### config.mk
export PLATFORM = sky130hd
export DESIGN_NAME = dll_gate_sequencer
export DESIGN_NICKNAME = d
export VERILOG_FILES = /design/src/rtl/dll_gate_seq_pkg.sv /design/src/rtl/dll_gate_timer.sv /design/src/rtl/dll_gate_sequencer.sv
export SDC_FILE = /design/constraint.sdc
export NUM_CORES = 1
export LEC_CHECK = 0
export ABC_AREA = 1
export BUFFER_PORTS_ARGS = -buffer_cell sky130_fd_sc_hd__buf_4
export CORE_ASPECT_RATIO = 1.75
export CORE_MARGIN = 2
export CORE_UTILIZATION = 46
export DETAILED_ROUTE_END_ITERATION = 10
export PLACE_DENSITY = 0.73
export SLEW_MARGIN = 40
export SYNTH_ARGS = -nofsm -noshare
export SYNTH_HDL_FRONTEND = slang
export SYNTH_HIERARCHICAL = 1
export SYNTH_SLANG_ARGS = --single-unit
export TNS_END_PERCENT = 100
### constraint.sdc
create_clock -name CK -period 1.7 [get_ports CK]
set_clock_uncertainty 0.15 [all_clocks]
set_input_delay 0.34 -clock CK [delete_from_list [all_inputs] [get_ports CK]]
set_output_delay 0.34 -clock CK [all_outputs]
set_load 0.1 [all_outputs]
### src/rtl/dll_gate_seq_pkg.sv
// Shared types and sizing helpers for the latch gate sequencer.
// The counter and address widths are derived here so the top and the timer agree.
package dll_gate_seq_pkg;

    typedef enum logic [1:0] {
        IDLE  = 2'd0,
        SETUP = 2'd1,
        OPEN  = 2'd2,
        HOLD  = 2'd3
    } state_t;

    // The counter only has to hold the largest phase length minus one.
    function automatic int cnt_w(input int a, input int b, input int c);
        int m;
        m = a;
        if (b > m) m = b;
        if (c > m) m = c;
        return $clog2(m + 1);
    endfunction

    function automatic int addr_w(input int n);
        return (n > 1) ? $clog2(n) : 1;
    endfunction

endpackage

### src/rtl/dll_gate_timer.sv
// Loadable down-counter shared by the SETUP, OPEN and HOLD phases.
// It stops at zero, so an idle sequencer never wraps the count.
module dll_gate_timer #(
    parameter int CW = 2
) (
    input  logic          CK,
    input  logic          RN,
    input  logic          load,
    input  logic [CW-1:0] load_val,
    output logic          zero
);

    logic [CW-1:0] cnt;

    // NOTE: clocked state uses non-blocking assignments so every flop samples pre-edge values.
    always_ff @(posedge CK or negedge RN) begin
        if (!RN) begin
            cnt <= '0;
        end else if (load) begin
            cnt <= load_val;
        end else if (cnt != '0) begin
            cnt <= cnt - CW'(1);
        end
    end

    assign zero = (cnt == '0);

endmodule

### src/rtl/dll_gate_sequencer.sv
// Write-side driver for a bank of GN-gated latches: data is set up, one gate is pulsed
// low for a fixed width, data is held, then done pulses. All outputs come from flops.
module dll_gate_sequencer
    import dll_gate_seq_pkg::*;
#(
    parameter int DATA_W    = 8,
    parameter int NUM_LAT   = 4,
    parameter int SETUP_CYC = 1,
    parameter int WIDTH_CYC = 2,
    parameter int HOLD_CYC  = 1
) (
    input  logic                          CK,
    input  logic                          RN,
    input  logic                          req_valid,
    output logic                          req_ready,
    input  logic [addr_w(NUM_LAT)-1:0]    req_addr,
    input  logic [DATA_W-1:0]             req_data,
    output logic [DATA_W-1:0]             lat_d,
    output logic [NUM_LAT-1:0]            lat_gn,
    output logic                          done,
    output logic                          err,
    output logic [DATA_W*NUM_LAT-1:0]     shadow_q
);

    localparam int AW = addr_w(NUM_LAT);
    localparam int CW = cnt_w(SETUP_CYC, WIDTH_CYC, HOLD_CYC);
    localparam logic [CW-1:0] SETUP_LD = CW'(SETUP_CYC - 1);
    localparam logic [CW-1:0] WIDTH_LD = CW'(WIDTH_CYC - 1);
    localparam logic [CW-1:0] HOLD_LD  = CW'(HOLD_CYC - 1);

    state_t          state, next_state;
    logic [AW-1:0]   addr_q;
    logic            addr_ok;
    logic [NUM_LAT-1:0] gn_open;

    logic            tmr_load;
    logic [CW-1:0]   tmr_ld_val;
    logic            tmr_zero;
    logic            accept, open_gate, close_gate, finish;

    dll_gate_timer #(.CW(CW)) u_timer (
        .CK       (CK),
        .RN       (RN),
        .load     (tmr_load),
        .load_val (tmr_ld_val),
        .zero     (tmr_zero)
    );

    always_ff @(posedge CK or negedge RN) begin
        if (!RN) state <= IDLE;
        else     state <= next_state;
    end

    // NOTE: every signal assigned here gets a default first, so no path can infer a latch.
    always_comb begin
        next_state = state;
        tmr_load   = 1'b0;
        tmr_ld_val = '0;
        accept     = 1'b0;
        open_gate  = 1'b0;
        close_gate = 1'b0;
        finish     = 1'b0;
        case (state)
            IDLE: if (req_valid) begin
                accept     = 1'b1;
                tmr_load   = 1'b1;
                tmr_ld_val = SETUP_LD;
                next_state = SETUP;
            end
            SETUP: if (tmr_zero) begin
                open_gate  = 1'b1;
                tmr_load   = 1'b1;
                tmr_ld_val = WIDTH_LD;
                next_state = OPEN;
            end
            OPEN: if (tmr_zero) begin
                close_gate = 1'b1;
                tmr_load   = 1'b1;
                tmr_ld_val = HOLD_LD;
                next_state = HOLD;
            end
            HOLD: if (tmr_zero) begin
                finish     = 1'b1;
                next_state = IDLE;
            end
            default: next_state = IDLE;
        endcase
    end

    // An out-of-range index matches no gate, so the whole bank stays closed.
    always_comb begin
        addr_ok = (int'(addr_q) < NUM_LAT);
        for (int i = 0; i < NUM_LAT; i++) begin
            gn_open[i] = (int'(addr_q) != i);
        end
    end

    // NOTE: the shadow array is a plain register bank and is reset, unlike a RAM macro would be.
    always_ff @(posedge CK or negedge RN) begin
        if (!RN) begin
            req_ready <= 1'b1;
            addr_q    <= '0;
            lat_d     <= '0;
            lat_gn    <= '1;
            done      <= 1'b0;
            err       <= 1'b0;
            shadow_q  <= '0;
        end else begin
            req_ready <= (next_state == IDLE);
            done      <= finish;
            err       <= finish & ~addr_ok;
            if (accept) begin
                addr_q <= req_addr;
                lat_d  <= req_data;
            end
            if (open_gate) begin
                lat_gn <= gn_open;
            end else if (close_gate) begin
                lat_gn <= '1;
            end
            for (int i = 0; i < NUM_LAT; i++) begin
                if (finish && (int'(addr_q) == i)) begin
                    shadow_q[i*DATA_W +: DATA_W] <= lat_d;
                end
            end
        end
    end

endmodule
==> Word-level counts from Yosys, hierarchy flattened <==
Cells that the tools add are included.
{ "totals": {"reg_bits": 52, "output_inout_bits": 47, "word_cells": 52} }
{ "classes": {"add_sub_neg": 1, "n_eq_ne": 9, "mux": 18, "reduce_logical": 13} }
{ "ops": {"columns": ["op", "count"], "rows": [
  ["2-to-1 mux 2 bit", 6],
  ["== test 2 bit, second input constant", 4],
  ["zero test 2 bit", 4],
  ["2-to-1 mux 1 bit", 8],
  ["2-to-1 mux 4 bit", 2],
  ["one-hot mux 2 bit (4 select lines)", 1],
  ["nonzero test 2 bit", 4],
  ["== test 2 x 1 -> 1 bit, second input constant", 2],
  ["logical AND 1 bit", 4],
  ["!= test 2 bit, second input constant", 2],
  ["!= test 2 x 1 -> 1 bit, second input constant", 1],
  ["one-hot mux 1 bit (2 select lines)", 1],
  ["OR reduction 2 bit", 1],
  ["subtractor 2 x 1 -> 2 bit, second input constant", 1]
]} }

==> Logic depth before layout (Yosys ltp) <==
Gate-level depths: netlist of the first run.
{ "depth": {"depth_word": 5, "mapped_depth": 10, "ltp_nobuf": 8} }

==> Cells and area by module <==
Netlist of the first run, hierarchy kept.
{ "modules_own_cells": {"columns": ["module", "n_inst", "cells_per_inst", "area_per_inst_um2", "seq_area_each_um2"], "rows": [
  ["dll_gate_sequencer", 1, 203, 2026.9, 1257.5],
  ["dll_gate_timer", 1, 17, 120.1, 50.0]
]} }

==> Least setup slack after synthesis of the first run <==
Ideal clock, no wire load.
{ "synth_path": {"path_kind": "register -> register", "startpoint": "register state[1]", "endpoint": "register u_timer.cnt[1]", "arrival_time_ns": 1.565, "required_ns": 1.484, "setup_slack_ns": -0.080, "path_stages_with_launch": 11, "path_buffers": 2, "period_less_slack_ns": 1.780, "path_cell_list": "dfrtp_1 inv_1 ha_1 nand2_1 buf_2 buf_2 a21oi_1 inv_1 nand2_1 nand2_1 nand2_1"} }
{ "synth_between": {"elab_chain_len": 4, "word_cells_on_any_way": 7, "classes_between": "eq/ne: 2; mux: 2; reduce/logical: 3"} }
{ "synth_rtl": {"columns": ["item", "line", "rtl"], "rows": [
  ["start, declared", "dll_gate_sequencer.sv:31", "state_t state, next_state;"],
  ["start signal, assigned", "dll_gate_sequencer.sv:51", "else state <= next_state;"],
  ["== test 2 bit / == test 2 x 1 -> 1 bit (equally long branches)", "dll_gate_sequencer.sv:63", "case (state)"],
  ["OR reduction 2 bit (no source line)", null, null],
  ["one-hot mux 1 bit (2 select lines) *", "dll_gate_sequencer.sv:63", null],
  ["net tmr_load", "dll_gate_sequencer.sv:36", "logic tmr_load;"],
  ["2-to-1 mux 2 bit / nonzero test 2 bit (equally long branches)", null, null],
  ["end signal, assigned", "dll_gate_timer.sv:20", "cnt <= load_val;"],
  ["end signal, assigned", "dll_gate_timer.sv:22", "cnt <= cnt - CW'(1);"],
  ["end, declared", "dll_gate_timer.sv:13", "logic [CW-1:0] cnt;"]
]} }
Mark *: on every way through the listed nets, which the timed path passes. The rest lies on a longest branch.
A chain may end at the register's enable or synchronous reset.

==> Worst setup path in the final report of the first run <==
{ "layout_path": {"startpoint": "register lat_gn[0]", "endpoint": "output port lat_gn[0]"} }
{ "layout_rtl": {"columns": ["item", "line", "rtl"], "rows": [
  ["start, declared", "dll_gate_sequencer.sv:19", "output logic [NUM_LAT-1:0] lat_gn,"],
  ["start signal, assigned", "dll_gate_sequencer.sv:117", "lat_gn <= gn_open;"]
]} }
No word-level cell between the ends.

==> flow_summary.yaml, run 1 <==
worst_setup_path:
  r2r_start: "state[1]$_DFF_PN0_"
  cp_data_arrival_time_ps: 1130
  cp-start-kind: "flip-flop"
  crit_type: "reg -> out"
  critPathMaxStageDelay_ps: 540
  cp.required_ps: 1210
  cp_top_family: "flip-flops"
  crit_path_end_kind: "output pin"
  slowest_stage: "dfstp_2"
  path_cells: "buf_4"
  r2r_end: "u_timer/cnt[1]$_DFFE_PN0P_"
  r2r_cells: 8
  r2r_setup_slack_ps: 80
  worstPathMaxFanout: 2
  crit_buf_inv: 1
placement:
  place.gp.congestion: 0.8494
  dpl.hpwl_um: 3494
  port_buffers: 58
finish:
  fillers: 380
  layout-drive-gt1-share: 0.3206
  final_cell_mix: "63 x buf_4, 46 x dfrtp_1, 42 x nand2_1, 25 x nor2_1, 24 x o21ai_1"
  antennaDiodeCount: 0
  final_common_cell: "buf_4"
  area_growth_pct: 30.89
  nets: 307
global_route:
  antenna_found_initial: 0
  grt_pass1_wl_um: 7479
  grt_max_degree: 53
  grtUsageTotal: 0.1873
  overflow: 0
  grt_pass1_vias: 1561
min_path:
  holdCritStartpoint: "req_data[4]"
  hold_class: "in -> reg"
  min_to: "lat_d[4]$_DFFE_PN0P_"
  hold-path-cell-count: 3
flow_run:
  drv_cap: 0
logic_synthesis:
  synth-seq-cells: 52
  avgSynthCellArea_um2: 9.759
  synthDistinctLibCells: 21
  syn_area_mm2: 0.002147
  yosysSeqAreaShare: 0.6090
  syn_inst: 220
  synth_top_area_frac: 0.5478
  synth.largest_area_cell: "dfrtp_1"
  synth_area_leaders: "dfrtp_1 55%, nand2_1 7.3%, dfstp_2 6.1%, o21ai_1 5.6%, ha_1 4.7%"
  synth_warnings: 6
detailed_routing:
  vias_per_cell: 4.855
  firstDrtPassIters: 4
  wirelength_um: 4705
  wl_per_cell_um: 13.92
  drtAntennaViolNets: 0
  drc: 0
  vias: 1641
  drt_iter0_markers: 34
clock_network:
  root_buffer: "clkbuf_8"
  clockBufferDepth: 2
  h-tree-depth: 2
  tritoncts: "yes"
  cts_sinks: 52
  path_clk_slew_ps: 100
  cts_buffers: 5
  clock_latency_ps: 300
die:
  start_util: 0.4831
  die_w_um: 55.65
  rows: 32
  die_height_um: 94.38
  die_area_mm2: 0.005252
  ios: 60
  coreArea_mm2: 0.004444
sta:
  fmax_mhz: 618.3
  setup_viol: 0
  finalHoldViolCount: 0
  period_needed_ps: 1617
  period_share: 0.9514
  holdWs_ps: 124.5
  worst_slew_pin_slew_ps: 632.8
  slew_headroom: 0.5781
  rsz0062_at_grt: "no"
  maxSlewViolCount: 0
outcome:
  status: "complete, no violations"
==> metrics by stage <==
stage,std cells,setup TNS [ps],worst slack [ps],utilization,cell area [µm²]
CTS,336,0,0.9789,0.6244,2775
global placement,326,0,8.687,0.5923,2633
detailed placement,326,-93.51,-69.73,0.5923,2633
finish,338,0,82.65,0.6323,2810
floorplan,221,0,8.993,-,2157
global route,338,0,13.30,0.6323,2810
==> repair_timing <==
item                                    CTS  global route
buffers inserted                          1             2
hold buffers                              1             0
hold endpoints to repair                 47             0
pin swaps                                 1             1
endpoints found under the setup margin    9            27
resized for setup                         1             6
==> final cells by class <==
class	instances	area, µm²	area share
clock buffer	5	68.82	0.02449
clock inverter	3	42.54	0.01514
inverter	23	87.58	0.03117
multi-input combinational	139	735.7	0.2618
sequential	52	1309	0.4657
tap	51	63.81	0.02271
timing repair buffer	65	503.0	0.1790
==> cell families after synthesis <==
logic type / share of synthesized area
compound gates: 0.1247
fa+ha+maj: 0.04662
buf+inv: 0.06119
flops: 0.6090
mux: 0.005244
other cells: 0.001747
simple gates: 0.1515
==> routing by layer <==
metal | vias to the layer above | GRT usage | share of wire
met2 | 39 | 0.3264 | 0.53
met4 | 0 | 0.07317 | 0.017
met5 | - | 0 | 0
met1 | 762 | 0.2265 | 0.41
li1 | 833 | - | -
met3 | 7 | 0.03836 | 0.044
==> synthesized netlist by cell type <==
cell and count:
a21oi_1 19, a21oi_2 2, a22oi_1 2, buf_2 5, buf_4 1, buf_6 1, clkinv_2 1, conb_1 1
dfrtp_1 47, dfstp_2 5, ha_1 8, inv_1 22, mux2_2 1, nand2_1 42, nand2_2 4, nand3_1 4
nand3_4 1, nor2_1 25, nor2_4 1, o21ai_0 4, o21ai_1 24
==> worst max path at each step <==
stage                                from                         end  slack (ps)  cells after the start
6_report            lat_gn[0]$_DFFE_PN1P_                   lat_gn[0]          80                      1
5_1_grt                state[1]$_DFF_PN0_  u_timer/cnt[0]$_DFFE_PN0P_          10                      8
4_1_cts                state[1]$_DFF_PN0_  u_timer/cnt[1]$_DFFE_PN0P_           1                      8
3_5_place_dp   u_timer/cnt[0]$_DFFE_PN0P_    shadow_q[28]$_DFFE_PN0P_         -70                      6
3_3_place_gp           state[0]$_DFF_PN0_  u_timer/cnt[0]$_DFFE_PN0P_           9                      8
2_1_floorplan          state[1]$_DFF_PN0_  u_timer/cnt[1]$_DFFE_PN0P_           9                     10
==> registers in the layout, indices dropped and copies added (netlist names) <==
signal,flops
lat_gn,4
req_ready,1
addr_q,2
shadow_q,32
state,2
u_timer/cnt,2
lat_d,8
done,1
==> worst reg2reg max path, stage by stage (launching register included) <==
cell and delay, ps:
dfrtp_1 440, inv_2 90, ha_1 300, nand2_1 90
a21oi_4 190, inv_1 90, nand2_1 100, nand2_1 60
nand2_1 60
Power of run 1 is not shown: default switching activity piles up to over one toggle a cycle in this logic, so the estimate is an artifact.
==> run 2, diff against run 1 <==
--- a/config.mk
+++ b/config.mk
@@ -12,6 +12,7 @@
 export CORE_UTILIZATION = 46
 export DETAILED_ROUTE_END_ITERATION = 10
 export PLACE_DENSITY = 0.73
+export RECOVER_POWER = 100
 export SLEW_MARGIN = 40
 export SYNTH_ARGS = -nofsm -noshare
 export SYNTH_HDL_FRONTEND = slang
==> run 2 against run 1 <==
Maximum frequency shrank 1.8%. Critical endpoint is now lat_gn[3]. Highest routed layer unchanged. Hold slack is essentially flat. Flip-flop and latch count is the same. Register-to-register slack is essentially flat. Largest cell class unchanged.
==> flow_summary.yaml, run 2 (synthesis results as in run 1) <==
worst_setup_path:
  crit_path_end: "lat_gn[3]"
  worstPathMaxFanout: 2
  cp-start-kind: "flip-flop"
  r2r_start: "state[1]$_DFF_PN0_"
  cp_top_family: "flip-flops"
  slowest_stage: "dfstp_2"
  critPathMaxStageDelay_ps: 540
  cp.required_ps: 1210
  crit_path_end_kind: "output pin"
  crit_path_start: "lat_gn[3]$_DFFE_PN1P_"
  crit_buf_inv: 1
  crit_type: "reg -> out"
  crit_cells: 1
  r2r_end: "u_timer/cnt[1]$_DFFE_PN0P_"
  path_cells: "clkbuf_4"
  r2r_cells: 8
  cp_data_arrival_time_ps: 1160
  r2r_setup_slack_ps: 90
sta:
  finalHoldViolCount: 0
  period_needed_ps: 1646
  maxSlewViolCount: 0
  worst_slew_pin_slew_ps: 695.9
  fmax_mhz: 607.4
  rsz0062_at_grt: "no"
  final.setup.worst_slack_ps: 53.54
  period_share: 0.9685
  slew_headroom: 0.5361
  setup_viol: 0
  holdWs_ps: 125.0
global_route:
  grtUsageTotal: 0.1873
  overflow: 0
  met1_usage: 0.2265
  grt_pass1_vias: 1561
  antenna_found_initial: 0
  met3_usage: 0.03836
  gr-max-usage-layer: "met2"
  grt_max_degree: 53
  use_met2: 0.3264
  grt_pass1_wl_um: 7479
detailed_routing:
  wl_per_cell_um: 13.92
  drt_iter0_markers: 34
  drtAntennaViolNets: 0
  vias: 1645
  firstDrtPassIters: 4
  vias_per_cell: 4.867
  wirelength_um: 4705
  drc: 0
die:
  die_area_mm2: 0.005252
  start_util: 0.4831
  die_height_um: 94.38
  coreArea_mm2: 0.004444
  rows: 32
  ios: 60
  die_w_um: 55.65
finish:
  layout-drive-gt1-share: 0.3101
  area_growth_pct: 26.05
  fillers: 400
  antennaDiodeCount: 0
  nets: 307
  final_common_cell: "dfrtp_1"
  regMostFlops: "shadow_q"
  biggestRegsByFlops: "shadow_q: 32 flops, lat_d: 8 flops, lat_gn: 4 flops"
  largest_register_ffs: 32
  final_cell_mix: "46 x dfrtp_1, 42 x nand2_1, 37 x buf_2, 25 x nor2_1, 20 x inv_1"
clock_network:
  clock_latency_ps: 300
  root_buffer: "clkbuf_8"
  clockBufferDepth: 2
  cts_buffers: 5
  h-tree-depth: 2
  path_clk_slew_ps: 90
  tritoncts: "yes"
  cts_sinks: 52
placement:
  pre_cts_ws_ps: -69.73
  place.gp.congestion: 0.8494
  dpl.hpwl_um: 3494
  port_buffers: 58
outcome:
  status: "complete, no violations"
flow_run:
  drv_cap: 0
min_path:
  hold_class: "in -> reg"
-- run 2: cell count changes in the layout (fill, tap and decap cells not counted), sizes merged --
cell and change:
buf -12, clkbuf +12
-- run 2: repair_timing --
item,in CTS,in global routing
hold buffers,1,0
cloned,0,0
hold endpoints to repair,47,0
resized for setup,1,6
setup endpoints to repair,9,27
pin swaps,1,1
setup buffers,1,2
-- run 2: area by class of cell --
class                      count  area (µm²)  area share
multi-input combinational    139       735.7      0.2718
clock inverter                 3       42.54     0.01572
inverter                      23       87.58     0.03236
tap                           51       63.81     0.02358
sequential                    52        1309      0.4836
clock buffer                   5       68.82     0.02543
timing repair buffer          65       399.1      0.1475
-- run 2: how the worst min path moves through the flow --
stage                      from                       end  slack (ps)  cells past startpoint
floorplan                    RN     addr_q[0]$_DFFE_PN0P_        -110                      0
global placement             RN  shadow_q[25]$_DFFE_PN0P_         260                      1
detailed placement           RN  shadow_q[25]$_DFFE_PN0P_         270                      1
CTS                 req_addr[1]     addr_q[1]$_DFFE_PN0P_         120                      2
global route        req_addr[1]     addr_q[1]$_DFFE_PN0P_         110                      2
finish              req_addr[1]     addr_q[1]$_DFFE_PN0P_         130                      2
-- run 2: routing by layer --
metal / vias up / wire, µm
met5: - / 0
met4: 0 / 81
met3: 7 / 203
met2: 39 / 2504
met1: 771 / 1916
li1: 828 / -
-- run 2: through the flow --
step / util / cells / setup TNS [ps] / instance area (µm²)
6_report: 0.6090 / 338 / 0 / 2706
5_1_grt: 0.6090 / 338 / 0 / 2706
4_1_cts: 0.6244 / 336 / 0 / 2775
3_5_place_dp: 0.5923 / 326 / -93.51 / 2633
3_3_place_gp: 0.5923 / 326 / 0 / 2633
2_1_floorplan: - / 221 / 0 / 2157
Power of run 2 is left out for the same reason.
==> run 3, diff against run 2 <==
--- a/config.mk
+++ b/config.mk
@@ -9,9 +9,9 @@
 export BUFFER_PORTS_ARGS = -buffer_cell sky130_fd_sc_hd__buf_4
 export CORE_ASPECT_RATIO = 1.75
 export CORE_MARGIN = 2
-export CORE_UTILIZATION = 46
+export CORE_UTILIZATION = 55
 export DETAILED_ROUTE_END_ITERATION = 10
-export PLACE_DENSITY = 0.73
+export PLACE_DENSITY = 0.82
 export RECOVER_POWER = 100
 export SLEW_MARGIN = 40
 export SYNTH_ARGS = -nofsm -noshare
==> constraint.sdc (replaced) <==
create_clock -name CK -period 1.91 [get_ports CK]
set_clock_uncertainty 0.15 [all_clocks]
set_input_delay 0.382 -clock CK [delete_from_list [all_inputs] [get_ports CK]]
set_output_delay 0.382 -clock CK [all_outputs]
set_load 0.1 [all_outputs]
==> run 3 against run 2 <==
Via count up 4.3%. Routed wire length decreased by 1.1%. Worst setup slack improved by 67 ps. Clock-buffer cell count unchanged. Critical path depth did not move. Flip-flop and latch count did not move. Global-route usage rose by 4.8 points. Non-clock buffer count fell by 4. Die area is 15% lower. Register-to-register slack improved by 110 ps. First-iteration DRC count is 65% higher.
==> flow_summary.yaml, run 3 (synthesis results as in run 1) <==
outcome:
  status: "complete, no violations"
worst_setup_path:
  crit_buf_inv: 1
  cp_top_family: "flip-flops"
  worstPathMaxFanout: 1
  slowest_stage: "dfstp_2"
  r2r_setup_slack_ps: 200
  cp.required_ps: 1380
  r2r_end: "shadow_q[10]$_DFFE_PN0P_"
  r2r_start: "u_timer/cnt[0]$_DFFE_PN0P_"
  cp_data_arrival_time_ps: 1260
  crit_path_end_kind: "output pin"
  crit_type: "reg -> out"
  r2r_cells: 6
  cp-start-kind: "flip-flop"
  critPathMaxStageDelay_ps: 520
  path_cells: "clkbuf_2"
detailed_routing:
  wl_per_cell_um: 14.06
  vias: 1716
  drt_iter0_markers: 56
  wl_met2_um: 2510
  dr_wl_met3_um: 224
  highest_layer: "met4"
  firstDrtPassIters: 4
  m1WireLength_um: 1831
  drc: 0
  wirelength_um: 4654
  vias_per_cell: 5.184
  drtAntennaViolNets: 0
clock_network:
  path_clk_slew_ps: 90
  postCtsSetupBuffers: 0
  cts_sinks: 52
  root_buffer: "clkbuf_8"
  cts_buffers: 5
  clock_latency_ps: 300
  tritoncts: "yes"
  h-tree-depth: 2
  clockBufferDepth: 2
min_path:
  hold-path-cell-count: 3
  min_to: "lat_d[7]$_DFFE_PN0P_"
  holdCritStartpoint: "req_data[7]"
  hold_class: "in -> reg"
flow_run:
  drv_cap: 0
sta:
  fin_setup_tns_ps: 0
  finalHoldViolCount: 0
  slew_headroom: 0.5428
  fmax_mhz: 558.8
  period_share: 0.9369
  period_needed_ps: 1789
  maxSlewViolCount: 0
  rsz0062_at_grt: "no"
  worst_slew_pin_slew_ps: 685.9
  setup_viol: 0
global_route:
  grtUsageTotal: 0.2356
  grt_pass1_vias: 1658
  antenna_found_initial: 0
  overflow: 0
  grt_pass1_wl_um: 7721
  grt_max_degree: 53
finish:
  final_cell_mix: "47 x dfrtp_1, 42 x nand2_1, 42 x clkbuf_2, 26 x o21ai_0, 25 x nor2_1"
  largest_register_ffs: 32
  layout-drive-gt1-share: 0.3004
  antennaDiodeCount: 0
  nets: 303
  regMostFlops: "shadow_q"
  area_growth_pct: 23.72
  final_common_cell: "dfrtp_1"
  biggestRegsByFlops: "shadow_q: 32 flops, lat_d: 8 flops, lat_gn: 4 flops"
die:
  die_height_um: 86.66
  die_area_mm2: 0.004439
  rows: 30
  ios: 60
  die_w_um: 51.23
  coreArea_mm2: 0.003829
  start_util: 0.5608
placement:
  place.gp.congestion: 0.7614
  dpl.hpwl_um: 3282
  port_buffers: 58
-- run 3: changes by cell type in the layout (fill, tap and decap cells not counted), sizes merged --
cell / before / now
buf: 52 / 17
clkbuf: 17 / 48
bufinv: 1 / 2
clkinv: 2 / 1
clkinvlp: 1 / 0
inv: 22 / 23
-- run 3: per-stage QoR --
step                      hold slack, ps  cell area, µm²  instances    util  worst slack [ps]
final                              172.5            2656        331  0.6938             120.6
after global routing               158.7            2656        331  0.6938             40.84
after CTS                          163.9            2765        331  0.7222             93.18
after detailed placement           294.3            2618        322  0.6837             174.4
after global placement             293.6            2618        322  0.6837             220.5
after floorplan                   -63.59            2151        221       -             129.7
-- run 3: area by class of cell --
cell class              count  area, µm²
clock buffers               5      68.82
repair buffers             61      345.3
multi-input cells         139      718.2
flip-flops and latches     52       1308
well taps                  48      60.06
fillers                   345       1172
inverters                  23      87.58
clock inverters             3      68.82
-- run 3: layer usage --
metal,track usage,vias to the layer above
met4,0.08612,0
met1,0.2980,828
met2,0.4050,60
li1,-,820
met3,0.03621,8
met5,0,-
-- run 3: how the worst max path moves through the flow --
stage	slack, ps	from	cells past startpoint	to
after floorplan	130	state[1]$_DFF_PN0_	10	u_timer/cnt[1]$_DFFE_PN0P_
after CTS	90	u_timer/cnt[0]$_DFFE_PN0P_	8	u_timer/cnt[1]$_DFFE_PN0P_
after global placement	220	u_timer/cnt[0]$_DFFE_PN0P_	7	shadow_q[13]$_DFFE_PN0P_
final	120	req_ready$_DFF_PN1_	1	req_ready
after global routing	40	state[0]$_DFF_PN0_	8	u_timer/cnt[1]$_DFFE_PN0P_
after detailed placement	170	u_timer/cnt[0]$_DFFE_PN0P_	7	shadow_q[14]$_DFFE_PN0P_
-- run 3: timing repair --
action	4_1_cts	5_1_grt
gates resized for setup	0	2
endpoints found under the hold margin	47	0
hold buffers	1	0
endpoints found under the setup margin	0	16
Power of run 3 is left out for the same reason.
